`src/rtl/render_rect_stream.sv`:
```
// Filled-rectangle rasteriser streaming clipped pixels over valid/ready in raster order.
// Define RECT_BORDER_EN to build the border classifier; otherwise every pixel is back_color.
module render_rect_stream #(
  parameter int X_BITS     = 9,
  parameter int Y_BITS     = 8,
  parameter int COLOR_BITS = 3,
  parameter int SCREEN_W   = 320,
  parameter int SCREEN_H   = 240,
  parameter int BW_BITS    = 3
) (
  input  logic                  clk,
  input  logic                  reset,
  input  logic                  start,
  input  logic [X_BITS-1:0]     origin_x,
  input  logic [Y_BITS-1:0]     origin_y,
  input  logic [X_BITS-1:0]     width,
  input  logic [Y_BITS-1:0]     height,
  input  logic [COLOR_BITS-1:0] back_color,
  input  logic [COLOR_BITS-1:0] border_color,
  input  logic [BW_BITS-1:0]    border_width,
  output logic                  busy,
  output logic                  done,
  output logic                  pix_valid,
  input  logic                  pix_ready,
  output logic [X_BITS-1:0]     x_stream,
  output logic [Y_BITS-1:0]     y_stream,
  output logic [COLOR_BITS-1:0] color_stream
);

  typedef enum logic [1:0] {S_IDLE, S_LOAD, S_DRAW, S_DONE} state_t;

  localparam logic [X_BITS:0]   SCR_W   = SCREEN_W[X_BITS:0];
  localparam logic [Y_BITS:0]   SCR_H   = SCREEN_H[Y_BITS:0];
  localparam logic [X_BITS:0]   ONE_XW  = {{X_BITS{1'b0}}, 1'b1};
  localparam logic [Y_BITS:0]   ONE_YW  = {{Y_BITS{1'b0}}, 1'b1};
  localparam logic [X_BITS-1:0] ONE_COL = {{(X_BITS-1){1'b0}}, 1'b1};
  localparam logic [Y_BITS-1:0] ONE_ROW = {{(Y_BITS-1){1'b0}}, 1'b1};

  state_t                state;
  logic [X_BITS-1:0]     ox_r, w_r, col, nxt_col;
  logic [Y_BITS-1:0]     oy_r, h_r, row, nxt_row;
  logic [COLOR_BITS-1:0] back_r, nxt_color;
  logic [X_BITS:0]       room_x, eff_w, lim_x;
  logic [Y_BITS:0]       room_y, eff_h, lim_y;
  logic                  col_end, row_end;

  // Clipped extents are evaluated one bit wider so nothing wraps.
  always_comb begin
    room_x = SCR_W - {1'b0, ox_r};
    room_y = SCR_H - {1'b0, oy_r};
    if ({1'b0, ox_r} >= SCR_W)      eff_w = '0;
    else if ({1'b0, w_r} < room_x)  eff_w = {1'b0, w_r};
    else                            eff_w = room_x;
    if ({1'b0, oy_r} >= SCR_H)      eff_h = '0;
    else if ({1'b0, h_r} < room_y)  eff_h = {1'b0, h_r};
    else                            eff_h = room_y;

    col_end = ({1'b0, col} == lim_x);
    row_end = ({1'b0, row} == lim_y);
    if (state == S_LOAD) begin
      nxt_col = '0;
      nxt_row = '0;
    end else if (col_end) begin
      nxt_col = '0;
      nxt_row = row + ONE_ROW;
    end else begin
      nxt_col = col + ONE_COL;
      nxt_row = row;
    end
  end

`ifdef RECT_BORDER_EN
  logic [BW_BITS-1:0]    bw_r;
  logic [COLOR_BITS-1:0] border_r;
  logic [X_BITS:0]       bw_x;
  logic [Y_BITS:0]       bw_y;
  logic                  on_border;

  // Classification uses the unclipped width/height; col+bw >= width avoids a negative width-bw.
  always_comb begin
    bw_x = '0;
    bw_y = '0;
    bw_x[BW_BITS-1:0] = bw_r;
    bw_y[BW_BITS-1:0] = bw_r;
    on_border = ({1'b0, nxt_col} < bw_x) || (({1'b0, nxt_col} + bw_x) >= {1'b0, w_r}) ||
                ({1'b0, nxt_row} < bw_y) || (({1'b0, nxt_row} + bw_y) >= {1'b0, h_r});
    nxt_color = on_border ? border_r : back_r;
  end

  always_ff @(posedge clk) begin
    if (reset) begin
      bw_r     <= '0;
      border_r <= '0;
    end else if (state == S_IDLE && start) begin
      bw_r     <= border_width;
      border_r <= border_color;
    end
  end
`else
  logic unused_border;
  assign unused_border = ^{border_width, border_color};

  always_comb begin
    nxt_color = back_r;
  end
`endif

  always_ff @(posedge clk) begin
    if (reset) begin
      state        <= S_IDLE;
      busy         <= 1'b0;
      done         <= 1'b0;
      pix_valid    <= 1'b0;
      x_stream     <= '0;
      y_stream     <= '0;
      color_stream <= '0;
      col          <= '0;
      row          <= '0;
      ox_r         <= '0;
      oy_r         <= '0;
      w_r          <= '0;
      h_r          <= '0;
      back_r       <= '0;
      lim_x        <= '0;
      lim_y        <= '0;
    end else begin
      done <= 1'b0;
      case (state)
        S_IDLE: begin
          if (start) begin
            ox_r   <= origin_x;
            oy_r   <= origin_y;
            w_r    <= width;
            h_r    <= height;
            back_r <= back_color;
            busy   <= 1'b1;
            state  <= S_LOAD;
          end
        end
        S_LOAD: begin
          lim_x <= eff_w - ONE_XW;
          lim_y <= eff_h - ONE_YW;
          if (eff_w == '0 || eff_h == '0) begin
            busy  <= 1'b0;
            done  <= 1'b1;
            state <= S_DONE;
          end else begin
            col          <= '0;
            row          <= '0;
            x_stream     <= ox_r;
            y_stream     <= oy_r;
            color_stream <= nxt_color;
            pix_valid    <= 1'b1;
            state        <= S_DRAW;
          end
        end
        S_DRAW: begin
          if (pix_ready) begin
            if (col_end && row_end) begin
              pix_valid <= 1'b0;
              busy      <= 1'b0;
              done      <= 1'b1;
              state     <= S_DONE;
            end else begin
              col          <= nxt_col;
              row          <= nxt_row;
              x_stream     <= ox_r + nxt_col;
              y_stream     <= oy_r + nxt_row;
              color_stream <= nxt_color;
            end
          end
        end
        S_DONE: begin
          state <= S_IDLE;
        end
        default: begin
          state <= S_IDLE;
        end
      endcase
    end
  end

endmodule

```
`config.mk`:
```
export PLATFORM = sky130hd
export DESIGN_NAME = render_rect_stream
export DESIGN_NICKNAME = d
export VERILOG_FILES = /design/src/rtl/render_rect_stream.sv
export SDC_FILE = /design/constraint.sdc
export NUM_CORES = 1
export LEC_CHECK = 0
export ABC_CLOCK_PERIOD_IN_PS = 12400
export BUFFER_PORTS_ARGS = -buffer_cell sky130_fd_sc_hd__buf_4
export CORE_ASPECT_RATIO = 0.9
export CORE_MARGIN = 4
export CORE_UTILIZATION = 30
export CTS_BUF_LIST = sky130_fd_sc_hd__clkbuf_8
export CTS_CLUSTER_SIZE = 24
export DETAILED_ROUTE_END_ITERATION = 12
export GPL_TIMING_DRIVEN = 0
export PLACE_DENSITY = 0.42
export SYNTH_ARGS = -nofsm -noshare
export SYNTH_HDL_FRONTEND = slang
export SYNTH_SLANG_ARGS = --single-unit
```
`constraint.sdc`:
```
create_clock -name clk -period 12.4 [get_ports clk]
set_input_delay 0.62 -clock clk [delete_from_list [all_inputs] [get_ports clk]]
set_output_delay 0.62 -clock clk [all_outputs]
set_load 0.01 [all_outputs]
```
==> results of run 1 <==
[cells by family after synthesis]
family | after synthesis | synth area share [%]
adders and majority gates | 45 | 8.905
muxes | 36 | 5.860
buffers and inverters | 77 | 4.761
and+or+nand+nor | 329 | 23.69
xor gates and xnor gates | 66 | 8.905
DFF | 98 | 30.22
AOI/OAI and AO/OA | 182 | 17.66
[state kept, by name (all words and copies together), names as in the netlist, 9 cells and up]
signal / count
w_r: 9
x_stream: 9
lim_x: 10
ox_r: 9
lim_y: 9
col: 9
[cell usage after synthesis (17+ instances only)]
cell	number	area [um2]
sky130_fd_sc_hd__o21ai_0	32	160.2
sky130_fd_sc_hd__dfxtp_1	98	1962
sky130_fd_sc_hd__xnor2_1	43	376.6
sky130_fd_sc_hd__nor2_1	88	330.3
sky130_fd_sc_hd__nor3_1	22	110.1
sky130_fd_sc_hd__xor2_1	23	201.4
sky130_fd_sc_hd__clkbuf_1	44	165.2
sky130_fd_sc_hd__ha_1	43	538.0
sky130_fd_sc_hd__a21oi_1	77	385.4
sky130_fd_sc_hd__mux2i_1	23	230.2
sky130_fd_sc_hd__a211oi_1	17	127.6
sky130_fd_sc_hd__nand2_1	120	450.4
sky130_fd_sc_hd__inv_1	23	86.33
[cell type report]
| class | instances | area, um2 | share of cell area [%] |
|---|---|---|---|
| Clock buffer | 9 | 123.9 | 1.639 |
| Sequential cell | 98 | 1962 | 25.96 |
| Tap cell | 286 | 357.8 | 4.735 |
| Multi-Input combinational cell | 658 | 4220 | 55.84 |
| Inverter | 23 | 86.33 | 1.142 |
| Clock inverter | 7 | 118.9 | 1.573 |
| Timing Repair Buffer | 62 | 465.4 | 6.159 |
| Buffer | 54 | 222.7 | 2.947 |
[report_power, final]
group          internal (mW)  leakage [nW]  switching [mW]
Sequential             0.383         0.800          0.0694
Combinational          0.312          2.17           0.504
Clock                  0.134         0.121           0.128
Total                  0.829          3.09           0.701
[through the flow]
| step | hold WS (ps) | setup WS (ps) | instances | util [%] | instance area (um2) |
|---|---|---|---|---|---|
| floorplan | 435.7 | 7783 | 833 | - | 6491 |
| global placement | 444.8 | 6624 | 1181 | 34.80 | 7315 |
| detailed placement | 448.9 | 6683 | 1181 | 34.80 | 7315 |
| CTS | 438.5 | 6641 | 1197 | 35.95 | 7557 |
| global route | 447.6 | 6247 | 1197 | 35.95 | 7557 |
| finish | 461.6 | 6625 | 1197 | 35.95 | 7557 |
[worst max-delay path, stage by stage, from the launching register on]
cell	delay, ps
sky130_fd_sc_hd__dfxtp_1	400
sky130_fd_sc_hd__inv_1	150
sky130_fd_sc_hd__ha_1	160
sky130_fd_sc_hd__clkbuf_1	270
sky130_fd_sc_hd__nor3b_1	450
sky130_fd_sc_hd__nor2_1	100
sky130_fd_sc_hd__xor2_1	310
sky130_fd_sc_hd__ha_1	310
sky130_fd_sc_hd__a21o_1	180
sky130_fd_sc_hd__a221oi_1	370
sky130_fd_sc_hd__o21a_1	220
sky130_fd_sc_hd__clkbuf_1	320
sky130_fd_sc_hd__o21ai_0	210
sky130_fd_sc_hd__and2_1	230
sky130_fd_sc_hd__or2_2	300
sky130_fd_sc_hd__ha_1	220
sky130_fd_sc_hd__o31ai_1	80
sky130_fd_sc_hd__a31oi_1	100
sky130_fd_sc_hd__o2111ai_2	160
sky130_fd_sc_hd__o311ai_4	220
sky130_fd_sc_hd__buf_6	210
sky130_fd_sc_hd__buf_4	220
sky130_fd_sc_hd__a211oi_1	330
sky130_fd_sc_hd__nor3_1	70
[worst paths after layout]
path / start / endpoint / slack (ps) / cells after the start
max: oy_r[1] / y_stream[6] / 6620 / 23
min: height[4] / h_r[4] / 460 / 3
max reg2reg: oy_r[1] / y_stream[6] / 6620 / 23
min reg2reg: back_r[2] / back_r[2] / 460 / 2
[routing by layer]
metal | part of all wire, % | GRT usage (%) | vias up
met1 | 54 | 28.93 | 2727
met5 | 0 | 0 | -
met3 | 4.8 | 3.067 | 11
li1 | - | - | 3071
met2 | 40 | 25.37 | 122
met4 | 0.99 | 3.690 | 0
==> key figures, run 1 <==
Detailed routing
  • DR DRC count: 0
  • DR iter-0 viols: 456
  • Number of nets still failing antenna checks after routing: 0
  • Final WL: 21,780 um
  • Vias: 5,931
  • Wire per inst: 18.19 um
  • DR pass1 iterations: 4
  • Vias/cell: 4.955

Placed design
  • Final weighted congestion in routability-driven placement: 0.8432
  • Final HPWL DP: 16,950 um
  • PortBufs: 62

Worst setup path
  • Startpoint class of the critical path: flop
  • Critical path class: reg -> reg
  • Element type at the critical path end: flop
  • Data arrival time of the critical path: 6020 ps
  • Worst path required time: 12,640 ps
  • Critical path peak fanout: 10

CTS
  • Skew-Pair Late Insertion Delay: 390 ps
  • Clock transition time at the flip-flop clock pins of the worst setup and hold paths: 110 ps
  • Maximum level of the CTS H-tree: 3
  • Count of hold-fix buffers inserted at cts: 0
  • Post CTS Setup Buffer Count: 0
  • TritonCTS clock tree: yes
  • Quantity of gates resized following cts: 0
  • Cell at the root of the clock tree: sky130_fd_sc_hd__clkbuf_8
  • Buffer depth of the longest clock path: 2
  • Clock buffer count from CTS: 9
  • Clock Sinks: 98

Yosys
  • Share of synthesized area occupied by flip-flops and latches: 30.22%
  • Number of enable-type register cells in the synthesized netlist: 0
  • Total of warnings raised by yosys: 0
  • Async set-reset flop share out of synthesis: 0%
  • Post-Synthesis Cell Area: 0.006491 mm2
  • Post-Syn Instances: 833
  • Number of distinct standard cells referenced by the synthesized netlist: 63
  • Post-synth net total: 925
  • Number of synthesized register bits: 98
  • Average size of a mapped cell: 7.793 um2
  • Most used flip-flop cell after synthesis: sky130_fd_sc_hd__dfxtp_1

STA
  • Sum of negative setup slack: 0 ps
  • Final Max Tran Viols: 0
  • Setup repair after global routing missed its margin: false
  • Maximum clock rate: 0.1732 GHz
  • Clock tree skew after final layout: 17.13 ps
  • Final setup viols: 0
  • Fin crit period: 5775 ps
  • Measured slew at the worst slew-check pin: 835.7 ps
  • Final-report hold violation count: 0
  • Max-slew headroom at the worst pin: 42.84%
  • Final cycle utilization of the critical path: 46.57%

Flow run
  • Maximum capacitance violations: 0

Power
  • Post-layout power: 1.530 mW
  • Leakage power: 3.090 nW
  • Worst ir drop on vdd: 0.09151 mV
  • P per Cell Area: 202.5 mW/mm2

Floorplan
  • Starting density of the core: 30.88%
  • Top-Level Pins: 70
  • # rows: 50
  • Overall die height: 147.6 um
  • Die Width: 163.1 um
  • CORE AREA: 0.02102 mm2
  • Die footprint: 0.02406 mm2

GRT
  • Total congestion overflow after global routing: 0
  • Number of global-route vias before repair: 5,598
  • First-pass GRT wire length: 33,750 um
  • Overall routing resource usage: 18.18%
  • Initial antenna violation count: 0
  • Maximum number of pins on one net before global-route repair: 17

Finish
  • Net count reported at finish: 998
  • Leading cell type in the layout, fill and taps excluded: sky130_fd_sc_hd__nand2_1
  • Area growth from synthesis to layout: 16.42%
  • Highest-count cells in the layout ignoring fill and taps: 120 x sky130_fd_sc_hd__nand2_1, 98 x sky130_fd_sc_hd__dfxtp_1, 88 x sky130_fd_sc_hd__nor2_1
  • Number of fill cells: 2,329
  • Antenna diode count: 0
  • Fraction of final layout cells with drive strength greater than 1: 12.07%

Hold path
  • Hold/Removal Path Class: in -> reg

Run status
  • Result of the run: finished, final reports clean
No activity file was read; power rests on OpenSTA's default activity.
==> run 2, diff against run 1 <==
--- a/config.mk
+++ b/config.mk
@@ -5,7 +5,7 @@
 export SDC_FILE = /design/constraint.sdc
 export NUM_CORES = 1
 export LEC_CHECK = 0
-export ABC_CLOCK_PERIOD_IN_PS = 12400
+export ABC_CLOCK_PERIOD_IN_PS = 4950
 export BUFFER_PORTS_ARGS = -buffer_cell sky130_fd_sc_hd__buf_4
 export CORE_ASPECT_RATIO = 0.9
 export CORE_MARGIN = 4
@@ -14,7 +14,7 @@
 export CTS_CLUSTER_SIZE = 24
 export DETAILED_ROUTE_END_ITERATION = 12
 export GPL_TIMING_DRIVEN = 0
-export PLACE_DENSITY = 0.42
+export PLACE_DENSITY = 0.44
 export SYNTH_ARGS = -nofsm -noshare
 export SYNTH_HDL_FRONTEND = slang
 export SYNTH_SLANG_ARGS = --single-unit
==> constraint.sdc (replaced) <==
create_clock -name clk -period 4.95 [get_ports clk]
set_input_delay 0.2475 -clock clk [delete_from_list [all_inputs] [get_ports clk]]
set_output_delay 0.2475 -clock clk [all_outputs]
set_load 0.01 [all_outputs]
==> run 2 against run 1 <==
  * Maximum frequency is 22% higher
  * Setup slack worse by 6400 ps
  * Routed wire length is 0.47% higher
  * Highest routed layer unchanged
  * First-iteration DRC count is 2.0% lower
  * Total power is 150% higher
  * Utilization is 0.50 points higher
  * Non-clock buffer count is 10 higher
  * Die area stayed put
  * Cell count is 0.84% higher
==> key figures, run 2 (synthesis results as in run 1) <==
CTS
  • Skew-Pair Late Insertion Delay: 400 ps (about the same)
  • Maximum level of the CTS H-tree: 3 (unchanged)
  • Cell at the root of the clock tree: sky130_fd_sc_hd__clkbuf_8
  • TritonCTS clock tree: yes
  • Count of hold-fix buffers inserted at cts: 0 (unchanged)
  • Clock buffer count from CTS: 9 (unchanged)
  • Clock transition time at the flip-flop clock pins of the worst setup and hold paths: 110 ps (about the same)
  • Clock Sinks: 98 (unchanged)
  • Buffer depth of the longest clock path: 2 (unchanged)

Power
  • P per Cell Area: 497.7 mW/mm2 (+150%)
  • Leakage power: 3.146 nW (+1.8%)
  • Post-layout power: 3.814 mW (+150%)
  • Worst ir drop on vdd: 0.2043 mV (+120%)

GRT
  • Total congestion overflow after global routing: 0 (unchanged)
  • Initial antenna violation count: 0 (unchanged)
  • First-pass GRT wire length: 33,880 um (+0.37%)
  • Maximum number of pins on one net before global-route repair: 20 (+3)
  • Number of global-route vias before repair: 5,822 (+4.0%)
  • Overall routing resource usage: 18.14% (-0.044 points)

Placed design
  • Placed inst area: 0.007315 mm2 (unchanged)
  • Final HPWL DP: 16,740 um (-1.2%)
  • PortBufs: 62 (unchanged)
  • Final weighted congestion in routability-driven placement: 0.8461 (+0.34%)
  • Worst setup slack after placement: -751.5 ps (-7434 ps)

Worst setup path
  • Startpoint class of the critical path: flop
  • Element type at the critical path end: flop
  • Worst path required time: 5270 ps (-7370 ps)
  • Critical path class: reg -> reg
  • Data arrival time of the critical path: 5040 ps (-980 ps)
  • Critical path peak fanout: 10 (unchanged)
  • Worst R2R Path Depth: 20 (-13%)

STA
  • Fin crit period: 4717 ps (-1058 ps)
  • Maximum clock rate: 0.2120 GHz (+22%)
  • Clock tree skew after final layout: 16.49 ps (-0.6406 ps)
  • Final setup slack of the worst path: 232.9 ps (-6392 ps)
  • Final Max Tran Viols: 0 (unchanged)
  • Measured slew at the worst slew-check pin: 898.6 ps (+62.91 ps)
  • Worst-case hold slack: 86.86 ps (-374.7 ps)
  • Max-slew headroom at the worst pin: 38.54% (-4.3 points)
  • Final cycle utilization of the critical path: 95.30% (+49 points)
  • Sum of negative setup slack: 0 ps (unchanged)
  • Final setup viols: 0 (unchanged)
  • Final-report hold violation count: 0 (unchanged)

Detailed routing
  • Wire per inst: 18.13 um (-0.36%)
  • Number of nets still failing antenna checks after routing: 0 (unchanged)
  • Final WL: 21,880 um (+0.47%)
  • DR pass1 iterations: 5 (+1)
  • Vias: 6,044 (+1.9%)
  • DR iter-0 viols: 447 (-2.0%)
  • DR DRC count: 0 (unchanged)
  • Vias/cell: 5.007 (+1.1%)

Floorplan
  • Overall die height: 147.6 um (unchanged)
  • CORE AREA: 0.02102 mm2 (unchanged)
  • Die Width: 163.1 um (unchanged)
  • Top-Level Pins: 70 (unchanged)
  • Starting density of the core: 30.88% (unchanged)
  • Die footprint: 0.02406 mm2 (unchanged)
  • # rows: 50 (unchanged)

Finish
  • Antenna diode count: 0 (unchanged)
  • Post-route standard cell area excluding fillers: 0.007662 mm2 (+1.4%)
  • Largest register FFs: 10 (unchanged)
  • Leading cell type in the layout, fill and taps excluded: sky130_fd_sc_hd__nand2_1
  • Register with the highest flop count: lim_x
  • Fraction of final layout cells with drive strength greater than 1: 14.88% (+2.8 points)
  • Highest-count cells in the layout ignoring fill and taps: 120 x sky130_fd_sc_hd__nand2_1, 96 x sky130_fd_sc_hd__dfxtp_1, 88 x sky130_fd_sc_hd__nor2_1
  • Area growth from synthesis to layout: 18.04%
  • Number of fill cells: 2,340 (+0.47%)
  • Net count reported at finish: 1,008 (+1.0%)

Run status
  • Result of the run: finished, final reports clean

Hold path
  • Worst Hold Path Cells: 3 (unchanged)
  • Hold/Removal Path Class: in -> reg

Flow run
  • Maximum capacitance violations: 0 (unchanged)
==> run 2: final timing paths <==
check | start | slack, ps | end
max | oy_r[2] | 230 | col[6]
min | origin_x[5] | 90 | ox_r[5]
max reg2reg | oy_r[2] | 230 | col[6]
min reg2reg | back_r[0] | 470 | back_r[0]
==> run 2: cell type report <==
type                       count  area (um2)  area share [%]
tap                          286       357.8           4.670
inverter                      23       86.33           1.127
timing repair buffer          76       570.5           7.446
clock buffer                   9       123.9           1.617
clock inverter                 7       46.29          0.6042
sequential                    98        1964           25.64
buffer                        50       237.7           3.103
multi-input combinational    658        4275           55.80
==> run 2: through the flow <==
step | util (%) | cells
6_report | 36.45 | 1207
5_1_grt | 36.45 | 1207
4_1_cts | 35.86 | 1198
3_5_place_dp | 34.80 | 1181
3_3_place_gp | 34.80 | 1181
2_1_floorplan | - | 833
==> run 2: power breakdown <==
part           internal [mW]  switching [mW]
Combinational          0.875            1.30
Sequential             0.960           0.170
Clock                  0.182           0.326
==> run 2: repair_timing <==
item | in CTS | in global routing
resized for setup | 10 | 17
buffers inserted | 4 | 10
setup endpoints to repair | 42 | 39
pin swaps | 2 | 5
==> run 2: routing by layer <==
metal	wire [um]	up-vias	GRT usage (%)	part of all wire [%]
met1	11820	2813	28.33	54
met5	0	-	0	0
met3	938	15	2.844	4.3
met4	263	0	3.983	1.2
met2	8854	134	25.98	40
li1	-	3082	-	-
==> run 2: worst max-delay path: stages, from the launching register on <==
cell,delay [ps]
sky130_fd_sc_hd__dfxtp_1,330
sky130_fd_sc_hd__buf_2,180
sky130_fd_sc_hd__or4_1,460
sky130_fd_sc_hd__buf_2,170
sky130_fd_sc_hd__nand4_1,100
sky130_fd_sc_hd__xnor2_1,190
sky130_fd_sc_hd__ha_1,310
sky130_fd_sc_hd__and3_1,210
sky130_fd_sc_hd__a221oi_2,280
sky130_fd_sc_hd__o21a_2,220
sky130_fd_sc_hd__o21ai_0,140
sky130_fd_sc_hd__and2_1,210
sky130_fd_sc_hd__or2_2,310
sky130_fd_sc_hd__ha_1,220
sky130_fd_sc_hd__o31ai_1,70
sky130_fd_sc_hd__a31oi_1,100
sky130_fd_sc_hd__o2111ai_2,150
sky130_fd_sc_hd__o311ai_4,190
sky130_fd_sc_hd__buf_6,200
sky130_fd_sc_hd__or4_1,470
sky130_fd_sc_hd__a21oi_1,130
